[config.mk]
export PLATFORM = sky130hd
export DESIGN_NAME = ldm_stm_sequencer
export DESIGN_NICKNAME = d
export VERILOG_FILES = /design/src/rtl/ldm_stm_sequencer.sv
export SDC_FILE = /design/constraint.sdc
export NUM_CORES = 1
export LEC_CHECK = 0
export ABC_AREA = 1
export CAP_MARGIN = 10
export CELL_PAD_IN_SITES_DETAIL_PLACEMENT = 0
export CELL_PAD_IN_SITES_GLOBAL_PLACEMENT = 1
export CORE_ASPECT_RATIO = 1.4
export CORE_MARGIN = 3
export CORE_UTILIZATION = 36
export DETAILED_ROUTE_END_ITERATION = 10
export PLACE_DENSITY = 0.89
export SETUP_SLACK_MARGIN = 0.02
export SLEW_MARGIN = 20
export SYNTH_ARGS = -nofsm -noshare
export SYNTH_HDL_FRONTEND = slang
export SYNTH_SLANG_ARGS = --single-unit
export TNS_END_PERCENT = 100
[constraint.sdc]
create_clock -name clk -period 19.4 [get_ports clk]
set_input_delay 5.82 -clock clk [delete_from_list [all_inputs] [get_ports clk]]
set_output_delay 5.82 -clock clk [all_outputs]
set_load 0.005 [all_outputs]
[src/rtl/ldm_stm_sequencer.sv]
// ldm_stm_sequencer: multi-cycle LDM/STM block-transfer sequencer.
// Walks the register list lowest-to-highest, issuing one memory beat per
// register, and optionally writes the updated base back to the register file.
module ldm_stm_sequencer #(
  parameter int ADDR_WIDTH = 32,
  parameter int NUM_REGS   = 16
) (
  input  logic                  clk,
  input  logic                  reset,
  input  logic                  start,
  input  logic                  is_load,
  input  logic                  pre_index,
  input  logic                  up,
  input  logic                  base_wb,
  input  logic [3:0]            base_sel,
  input  logic [ADDR_WIDTH-1:0] base_addr,
  input  logic [NUM_REGS-1:0]   reg_list,
  output logic                  busy,
  output logic                  done,
  output logic                  mem_req,
  output logic                  mem_we,
  output logic [ADDR_WIDTH-1:0] mem_addr,
  output logic [31:0]           mem_wdata,
  input  logic                  mem_ready,
  input  logic [31:0]           mem_rdata,
  output logic [3:0]            rf_read_sel,
  input  logic [31:0]           rf_read_data,
  output logic                  rf_write_enable,
  output logic [3:0]            rf_write_sel,
  output logic [31:0]           rf_write_data
);

  typedef enum logic [1:0] {
    S_IDLE,
    S_XFER,
    S_WB,
    S_DONE
  } state_t;

  state_t                state;
  logic [NUM_REGS-1:0]   pending;
  logic [ADDR_WIDTH-1:0] cur_addr;
  logic [ADDR_WIDTH-1:0] final_base_q;
  logic [3:0]            base_sel_q;
  logic                  load_q;
  logic                  wb_q;
  logic                  busy_q;
  logic                  done_q;
  logic                  mem_req_q;
  logic                  mem_we_q;

  logic [ADDR_WIDTH-1:0] n_bytes;
  logic [ADDR_WIDTH-1:0] start_addr;
  logic [ADDR_WIDTH-1:0] final_base;
  logic                  wb_needed;
  logic [3:0]            cur_reg;
  logic                  last_beat;
  logic                  list_empty;

  // Index of the lowest set bit; 0 when the vector is empty.
  function automatic logic [3:0] lowest_set(input logic [NUM_REGS-1:0] v);
    logic [3:0] idx;
    logic       found;
    idx   = '0;
    found = 1'b0;
    for (int unsigned i = 0; i < NUM_REGS; i++) begin
      if (v[i] && !found) begin
        idx   = 4'(i);
        found = 1'b1;
      end
    end
    return idx;
  endfunction

  // Total bytes covered by the list: 4 per selected register.
  function automatic logic [ADDR_WIDTH-1:0] list_bytes(input logic [NUM_REGS-1:0] v);
    int unsigned cnt;
    cnt = 0;
    for (int unsigned i = 0; i < NUM_REGS; i++) begin
      if (v[i]) cnt = cnt + 1;
    end
    return ADDR_WIDTH'(cnt * 4);
  endfunction

  // Launch-time address arithmetic from the live inputs (used only in IDLE).
  always_comb begin
    n_bytes    = list_bytes(reg_list);
    list_empty = (reg_list == '0);
    wb_needed  = base_wb && !(is_load && reg_list[base_sel]);
    final_base = up ? (base_addr + n_bytes) : (base_addr - n_bytes);
    unique case ({pre_index, up})
      2'b01:   start_addr = base_addr;
      2'b11:   start_addr = base_addr + ADDR_WIDTH'(4);
      2'b00:   start_addr = base_addr - n_bytes + ADDR_WIDTH'(4);
      default: start_addr = base_addr - n_bytes;
    endcase
  end

  // Current register and last-beat detection from the pending list.
  always_comb begin
    cur_reg   = lowest_set(pending);
    // v & (v-1) clears the lowest set bit; zero means only one bit remains.
    last_beat = ((pending & (pending - NUM_REGS'(1))) == '0);
  end

  // Sequencer state machine with registered control outputs.
  always_ff @(posedge clk) begin
    if (reset) begin
      state        <= S_IDLE;
      pending      <= '0;
      cur_addr     <= '0;
      final_base_q <= '0;
      base_sel_q   <= '0;
      load_q       <= 1'b0;
      wb_q         <= 1'b0;
      busy_q       <= 1'b0;
      done_q       <= 1'b0;
      mem_req_q    <= 1'b0;
      mem_we_q     <= 1'b0;
    end else begin
      unique case (state)
        S_IDLE: begin
          done_q <= 1'b0;
          if (start) begin
            load_q       <= is_load;
            wb_q         <= wb_needed;
            base_sel_q   <= base_sel;
            final_base_q <= final_base;
            if (list_empty) begin
              state  <= S_DONE;
              done_q <= 1'b1;
            end else begin
              state     <= S_XFER;
              pending   <= reg_list;
              cur_addr  <= start_addr;
              busy_q    <= 1'b1;
              mem_req_q <= 1'b1;
              mem_we_q  <= ~is_load;
            end
          end
        end
        S_XFER: begin
          if (mem_ready) begin
            pending  <= pending & (pending - NUM_REGS'(1));
            cur_addr <= cur_addr + ADDR_WIDTH'(4);
            if (last_beat) begin
              mem_req_q <= 1'b0;
              mem_we_q  <= 1'b0;
              if (wb_q) begin
                state <= S_WB;
              end else begin
                state  <= S_DONE;
                busy_q <= 1'b0;
                done_q <= 1'b1;
              end
            end
          end
        end
        S_WB: begin
          state  <= S_DONE;
          busy_q <= 1'b0;
          done_q <= 1'b1;
        end
        S_DONE: begin
          state  <= S_IDLE;
          done_q <= 1'b0;
        end
        default: begin
          state <= S_IDLE;
        end
      endcase
    end
  end

  // Register-file write port: load data on an accepted beat, or base writeback.
  always_comb begin
    rf_write_enable = 1'b0;
    rf_write_sel    = '0;
    rf_write_data   = '0;
    if ((state == S_XFER) && load_q && mem_ready) begin
      rf_write_enable = 1'b1;
      rf_write_sel    = cur_reg;
      rf_write_data   = mem_rdata;
    end else if (state == S_WB) begin
      rf_write_enable = 1'b1;
      rf_write_sel    = base_sel_q;
      rf_write_data   = 32'(final_base_q);
    end
  end

  assign busy        = busy_q;
  assign done        = done_q;
  assign mem_req     = mem_req_q;
  assign mem_we      = mem_we_q;
  assign mem_addr    = cur_addr;
  assign rf_read_sel = cur_reg;
  assign mem_wdata   = (mem_req_q && mem_we_q) ? rf_read_data : '0;

endmodule

Yosys cells after proc, flatten, opt, wreduce, memory -nomap -nowiden
Index checks and enable logic that the tools add are counted.

Register bits after elaboration: 92. Bits in latches: 0. Memory bits (writable): 0. Bits in read-only memories: 0. Output and inout bits: 109. Logic and storage cells: 182. Memories kept: 0.

Add/subtract/negate cells: 21. $mul: 0. Divide/modulo/power cells: 0. Magnitude comparators: 1. Equality and inequality tests: 10. Shift-type cells: 0. Multiplexer cells: 89. Bitwise operators: 2. Reduce and logical (&&, ||, !) cells: 48.

Operator list (count): 30-bit 2-to-1 mux (15); 30-bit by 1-bit adder with 30-bit output, second input constant (14); 32-bit 2-to-1 mux (7); 32-bit by 3-bit adder with 32-bit output, second input constant (3); 32-bit case mux with 3 select lines (1); 4-bit 2-to-1 mux (16); 32-bit case mux with 2 select lines (1); 16-bit 2-to-1 mux (3); 1-bit 2-to-1 mux (35); 32-bit adder (1); 16-bit logical NOT (2); 16-bit case mux with 2 select lines (1); 32-bit subtractor (1); 1-bit logical AND (20); 16-bit bitwise AND (1); 1-bit logical NOT (16); 16-bit by 1-bit subtractor with 16-bit output, second input constant (1); 2-bit != test, second input constant (5); 2-bit 2-to-1 mux (4); 2-bit case mux with 4 select lines (1); 2-bit == test, second input constant (3); 3-bit AND reduction (2); 6-bit AND reduction (1); 4-bit by 5-bit less-than comparator with 1-bit output, second input constant (1); other kinds (13) (16).

Depth between registers and ports, before layout
Depth after elaboration: 47. Gate-level depth with buffers: 82.

Worst setup path before layout
Ideal clock, no wire load.

Kind: input port to flip-flop. Start: in reg_list[1]. End: reg cur_addr[21] (netlist: mem_addr[21]). Arrival: 16290 ps. Required time: 19281 ps. Path slack: 2991 ps. Cell stages on the path: 74. Cell sequence: inv_1 > ha_1 > inv_1 > nand2_2 > nand2_1 > nand2_2 > nand2_2 > inv_1 > ha_1 > or2_2 > and2_1 > ha_1 > nand2_1 > nand2_1 > ha_1 > or2_2 > nand2_1 > inv_1 > (+38 left out) > inv_2 > nor2_2 > inv_1 > or2_4 > nor2_4 > nand3_2 > or2_4 > nor2_4 > nand2_2 > nor3_2 > nand2_1 > nor2_2 > inv_1 > or2_0 > nand3_1 > nand2_1 > nand3_1 > a21oi_1.

Longest elaborated chain between the ends: 35. Elaborated cells on any way between the ends: 38. Classes of those cells: add/sub: 16; eq/ne: 1; mux: 19; reduce/logical: 2.

RTL lines: from (decl) (line 17) `input logic [NUM_REGS-1:0] reg_list,`; 30-bit 2-to-1 mux (line 80) `if (v[i]) cnt = cnt + 1;`; 30-bit by 1-bit adder with 30-bit output (line 80); 30-bit 2-to-1 mux (line 80); 30-bit by 1-bit adder with 30-bit output (line 80); 30-bit 2-to-1 mux (line 80); 30-bit by 1-bit adder with 30-bit output (line 80); 30-bit 2-to-1 mux (line 80); 30-bit by 1-bit adder with 30-bit output (line 80); (+19 left out); 30-bit by 1-bit adder with 30-bit output (line 80); 30-bit 2-to-1 mux (line 80); 32-bit subtractor (line 94, 95); 32-bit by 3-bit adder with 32-bit output (line 94) `2'b00: start_addr = base_addr - n_bytes + ADDR_WIDTH'(4);`; 32-bit case mux with 3 select lines (line 91) `unique case ({pre_index, up})`; 32-bit 2-to-1 mux (line 129) `if (list_empty) begin`; 32-bit 2-to-1 mux (line 124) `if (start) begin`; 32-bit case mux with 2 select lines (line 121) `unique case (state)`; to (signal assigned) (line 135) `cur_addr <= start_addr;`; to (signal assigned) (line 145) `cur_addr <= cur_addr + ADDR_WIDTH'(4);`; to (decl) (line 42) `logic [ADDR_WIDTH-1:0] cur_addr;`.

Several ways; a longest one is shown, not always the timed one. The select of a mux whose other input is x is not followed. A chain may end at the register's enable or synchronous reset.

Worst setup path after layout
Start: in reg_list[0]. End: reg cur_addr[21] (netlist: mem_addr[21]).

Longest elaborated chain between the ends: 37. Elaborated cells on any way between the ends: 40. Classes of those cells: add/sub: 17; eq/ne: 1; mux: 20; reduce/logical: 2.

RTL lines (line): 1-bit 2-to-1 mux (80); 1-bit by 1-bit adder with 2-bit output (80); 30-bit 2-to-1 mux (80); 30-bit by 1-bit adder with 30-bit output (80); 30-bit 2-to-1 mux (80); 30-bit by 1-bit adder with 30-bit output (80); 30-bit 2-to-1 mux (80); 30-bit by 1-bit adder with 30-bit output (80); (+21 left out); 30-bit by 1-bit adder with 30-bit output (80); 30-bit 2-to-1 mux (80); 32-bit subtractor (94, 95); 32-bit by 3-bit adder with 32-bit output (94); 32-bit case mux with 3 select lines (91); 32-bit 2-to-1 mux (129); 32-bit 2-to-1 mux (124); 32-bit case mux with 2 select lines (121).

Several ways; a longest one is shown, not always the timed one. The select of a mux whose other input is x is not followed.

==> summary by stage <==
Route
The number of vias after detailed routing is roughly 14000. The first routing iteration left 819 violations. Once detail routing completed, the nets flagged for antenna violations numbered 0. The total iterations of the first detailed-routing run is 5.

The detailed-route vias per instance is about 5.3. The DRC violation count after routing is 0. Summed over all layers, the routed wires come to 42630 um. The per-cell routed wire length is 16.54 um.

Synthesis
The synthesized instance count is 1981. For this run, the register share of the synthesized area comes to between 15 and 20%. Of all flip-flops after synthesis, the portion carrying an async set or reset was 0%.

The netlist area before placement is ~11000 um2. The synthesized design contains 92 register bits. The Yosys step of the flow raised 0 warnings.

The most used flip-flop cell after synthesis is dfxtp_1. The distinct cell type count after synthesis is 56. Yosys mapped a number of flops with a built-in enable equal to 0. The synthesized area per cell is approximately 5.7 um2.

Global route
The pin count of the biggest net entering global routing is between 50 and 60. The total congestion overflow is 0. The number of antenna violations at the first check in global routing was 0. The global-route total usage across every layer is 24.88%.

The first global-routing pass estimated about 67000 um of wire. The number of global-route vias before repair is 13478.

STA
The worst pin sits at a relative slew slack of 34.62%. For the final database, setup skew stands at 0.009621 ns. The routed design could run at a clock period as short as 17.84 ns. Setup repair after global routing left no endpoint under its margin. Adding up every negative setup slack in the final design gives 0 ns. The final hold slack is 0.4665 ns. The slew at the pin closest to its max-slew limit is roughly 1 ns. Setup slack on the critical path of the routed design comes to 1.563 ns. The final-report max-slew violation count is 0.

The fmax is around 56 MHz. The share of the cycle needed by the critical path after routing is about nine tenths. The number of hold violations in the final report is 0. The final setup violation count is 0.

Place
Once detailed placement completed, the half-perimeter wirelength came to 33970 um. At the placement stage, the worst setup path has a slack of 1.249 ns. The congestion estimate from routability-driven global placement came to 1.019. In this run the tool buffered the top-level ports with 232 buffer cells. Counting tap cells, the placed design contains a total of 2561 instances.

Critical path
Among cell families on the critical path, the largest total delay comes from simple AND/OR/NAND/NOR gates. The critical path class is in -> reg. STA classifies the critical path startpoint as a primary input.

STA puts the critical path data arrival time at ~18 ns. Counting both buffers and inverters, the worst setup path holds a total of 14. The largest driver fanout on the critical path is 5. The worst setup path is captured at a flip-flop. Data on the critical path is required at its endpoint by between 15 and 20 ns. The largest individual stage delay along the critical path comes from the cell clkdlybuf4s50_1. For this run, the slowest stage of the critical path takes 0.56 ns. By instance count, the cell type seen most on the critical path is nand2_1.

Clock network
The number of buffers added for setup after CTS is 0. The number of gates resized after CTS was 0. Counting along the longest clock path gives a buffer depth of 2. In this run, CTS created clock tree buffers numbering 9. At the later pin of the worst-skew pair, clock insertion delay measures 0.37 ns.

TritonCTS built the clock tree. The number of H-tree levels is 3. The cell sitting at the root of the clock tree is a clkbuf_16. The number of buffers inserted by hold repair at cts is 0. Clock-pin slew was measured on the worst setup and hold paths at 0.07 ns.

The total clock sinks is 92.

Finish
The net total in the final layout is 2366. Registers take 1842 um2. The top cell types in the final layout, fill and taps aside, are nand2_1, inv_1, clkdlybuf4s50_1, nor2_1, nand3_1. The number of filler instances in the final layout is 3388. The number of antenna diodes in the final layout is 0.

The number of cells in the finished layout apart from fillers is about 2600. The commonest non-fill, non-tap cell in the layout is nand2_1. The layout-stage area growth over the synthesis result is 26.56%. The proportion of layout cells with a drive suffix above 1 is roughly 8.0%. The area occupied by multi-input gates is 8107 um2. The final cell utilization of the core is a little under half.

Floorplan
The die covers 33450 um2. 233 I/O pins were placed. The die extent in x is 155.4 um. From bottom edge to top edge, the die measures 215.2 um. The effective utilization at floorplan is a little over a third.

The row count is 76. After floorplanning, the core was sized to cover 30810 um2.

Job
The reported max-cap violation count is 0.

Power and ir drop
The worst supply voltage drop on vdd is 69.56 uV. Power spread over the standard cell area amounts to 92.79 nW/um2. Summed over all cells, the static leakage comes to approximately 6.5 nW.

Run status
The flow ran to the end, and the final reports show no timing, DRC or antenna violations.

Min path
The tightest min-delay check is of the reg -> reg type.
## sequential cells by signal, indices dropped and copies added (netlist names)
name,flops
wb_q,1
pending,16
load_q,1
mem_addr,32
done,1
base_sel_q,4
state,2
final_base_q,32
busy,1
mem_req,1
mem_we,1
## power by group
group | switching, W | total, W | internal (W) | leakage (nW)
logic | 0.000516 | 0.000837 | 0.000321 | 5.63
registers | 0.0000602 | 0.000313 | 0.000252 | 0.760
clock network | 0.0000849 | 0.000173 | 0.0000876 | 0.134
total | 0.000661 | 0.00132 | 0.000661 | 6.52
## logic make-up (layout without fill, tap and decap cells)
| logic type | after synthesis | count (layout) | share of synthesized area, % |
|---|---|---|---|
| simple gates | 998 | 998 | 40.04 |
| compound gates | 434 | 434 | 22.13 |
| buf+inv | 364 | 554 | 12.16 |
| flops | 92 | 92 | 16.37 |
| fa+ha+maj | 60 | 60 | 6.805 |
| xor+xnor | 29 | 29 | 2.257 |
| other cells | 2 | 18 | 0.06674 |
| mux | 2 | 2 | 0.1779 |
## metal layers
| layer | vias up | share of wire (%) | global-route usage (%) |
|---|---|---|---|
| met2 | 369 | 53 | 47.51 |
| met4 | 0 | 5.7 | 13.14 |
| met3 | 123 | 3.7 | 2.015 |
| li1 | 6912 | - | - |
| met5 | - | 0 | 0 |
| met1 | 6250 | 37 | 26.60 |
## worst paths after layout
path,slack (ns),cells past startpoint,startpoint,endpoint
setup / recovery,1.56,75,reg_list[0],mem_addr[21]$_SDFFE_PP0P_
hold / removal,0.47,2,final_base_q[12]$_SDFFE_PP0P_,final_base_q[12]$_SDFFE_PP0P_
setup reg to reg,15.74,28,pending[0]$_SDFFE_PP0P_,state[1]$_SDFFE_PP0P_
hold reg to reg,0.47,2,final_base_q[12]$_SDFFE_PP0P_,final_base_q[12]$_SDFFE_PP0P_
## cells in the mapped netlist (4+ instances only)
cell type    n  area, um2
dfxtp_1     92       1842
nor4_1       9      56.30
a31oi_1     24      150.1
ha_1        58      725.7
o21ai_1     13      65.06
a21oi_1    154      770.7
or2_2       22      137.6
clkinv_1     5      18.77
nand2_2     43      269.0
o22ai_1      4      25.02
buf_1        5      18.77
o211ai_1    46      345.3
nor3_2       4      40.04
nor2_1     208      780.8
nand4_1     24      150.1
nand3b_1    11      82.58
o21bai_1     5      37.54
nand2_1    447       1678
inv_2       22      82.58
o21ai_0    143      715.7
nand3_1    154      770.7
clkbuf_1    70      262.8
nand3_2     20      200.2
xor2_1      28      245.2
inv_1      260      975.9
a221oi_1    11      96.34
nor3_1      27      135.1
o31ai_1      5      37.54
nor2_2      17      106.4
o221ai_1     8      70.07
## tightest hold or removal path: cells and delay by family (launching register included)
family,cells,cell delay (ns)
AO/OA/AOI/OAI,1,0.05
flip-flops,1,0.31
AND/OR/NAND/NOR,1,0.06
## per-stage QoR
| stage | area [um2] | power [W] |
|---|---|---|
| finish | 14240 | 0.001322 |
| global route | 14240 | 0.001444 |
| CTS | 14240 | 0.001328 |
| detailed placement | 13970 | 0.001150 |
| global placement | 13970 | 0.001141 |
| floorplan | 11310 | 0.0008354 |
## area by class of cell
cell class	instances	area share (%)
clock buffer	11	1.634
sequential	92	12.93
timing repair buffer	251	17.27
clock inverter	5	0.2548
inverter	287	7.564
multi-input combinational	1541	56.92
tap	390	3.426
Power figures use the tool's default switching activity.
==> RTL change, RTL diff (same flow settings) <==
`ADDR_WIDTH`: 32 -> 48.
--- a/src/rtl/ldm_stm_sequencer.sv
+++ b/src/rtl/ldm_stm_sequencer.sv
@@ -2,7 +2,7 @@
 // Walks the register list lowest-to-highest, issuing one memory beat per
 // register, and optionally writes the updated base back to the register file.
 module ldm_stm_sequencer #(
-  parameter int ADDR_WIDTH = 32,
+  parameter int ADDR_WIDTH = 48,
   parameter int NUM_REGS   = 16
 ) (
   input  logic                  clk,
Ports: changed (resized base_addr and mem_addr); port bits go from 233 to 265. The function was not compared with the original's and may differ.
==> RTL change against the unedited design <==
Routed wire length rose by 59%. Combinational power increased by 37%. Count of clock-buffer cells in the layout unchanged. Die area grew 27%. Total power up 34%. Sequential power is 29% higher. Sequential cell count increased by 16. Final area rose by 26%. Global-route usage rose by 5.7 points. Synthesized area up 28%. Worst setup slack got worse by 0.78 ns. Clock skew increased by 0.0046 ns. Critical path type unchanged.
==> RTL change: results (changes against the unedited design) <==
| Metric | Value |
|---|---|
| Compound-cell area share of the yosys netlist | 20.67% (-1.5 points) |
| Setup crit end | mem_addr[37] |
| Xor/xnor cell area share of the yosys netlist | 3.157% (+0.90 points) |
| Crit Path Max Fanout | 7 (+2) |
| Min-delay src | final_base_q[17] |
| Buffers excl. clock | 297 (+18%) |
| Routed met1 length | 25900 µm (+63%) |
| Adder-Cell Fraction of Synth Area | 5.322% (-1.5 points) |
| First-pass GRT wire length | 102200 µm (+51%) |
| Leakage | 8.005 nW (+23%) |
| Reg2Reg Setup Slack | 15.08 ns (-0.66 ns) |
| Netlist cell types | 57 (+1.8%) |
| RePlAce Congestion | 1.030 (+1.1%) |
| Largest cells by area after synthesis | nand2_1 16%, dfxtp_1 15%, inv_1 9.3% |
| Result of the run | finished, final reports clean |
| Via count | 18587 (+36%) |
| Initial DRC Count | 1598 (+95%) |
| Layout cells sized above 1 | 6.513% (-1.4 points) |
| Non-clock buffering overhead | 16.11% (-1.2 points) |
| Num sequential | 108 (+17%) |
| Inverters | 382 (+33%) |
| Worst hold slack | 0.4724 ns (+0.005815 ns) |
| Post-synthesis mux area share | 0% (-0.18 points) |
| Pin count of the biggest net entering global routing | 78 (+50%) |
| PortBufs | 264 (+14%) |
-- RTL change: cell count changes after synthesis, sizes merged, moves of 10 or more --
cell	unedited run	this run
o21ai	159	189
nor4	9	30
dfxtp	92	108
nor3	31	42
o211ai	46	56
clkbuf	70	82
xor2	28	46
buf	7	21
nor2	227	327
a21oi	155	207
inv	282	377
nand3	174	236
nand4	24	45
nand2	491	676
-- RTL change: power by group --
part           internal, mW  switching (mW)
registers             0.305           0.100
clock network         0.106           0.107
logic                 0.415           0.737
-- RTL change: through the flow --
stage | worst slack [ns] | cells | instance area (µm²) | total power [mW]
after detailed placement | 0.1551 | 3363 | 17550 | 1.545
after CTS | 0.5615 | 3379 | 17860 | 1.764
final | 0.7818 | 3384 | 17910 | 1.770
after global placement | 0.1869 | 3363 | 17550 | 1.533
after floorplan | 2.756 | 2646 | 14450 | 1.066
after global routing | 0.01147 | 3384 | 17910 | 1.906
-- RTL change: what timing repair did --
action / in CTS / in global routing
setup buffers: 0 / 5
endpoints found under the setup margin: 0 / 16
resized for setup: 0 / 7
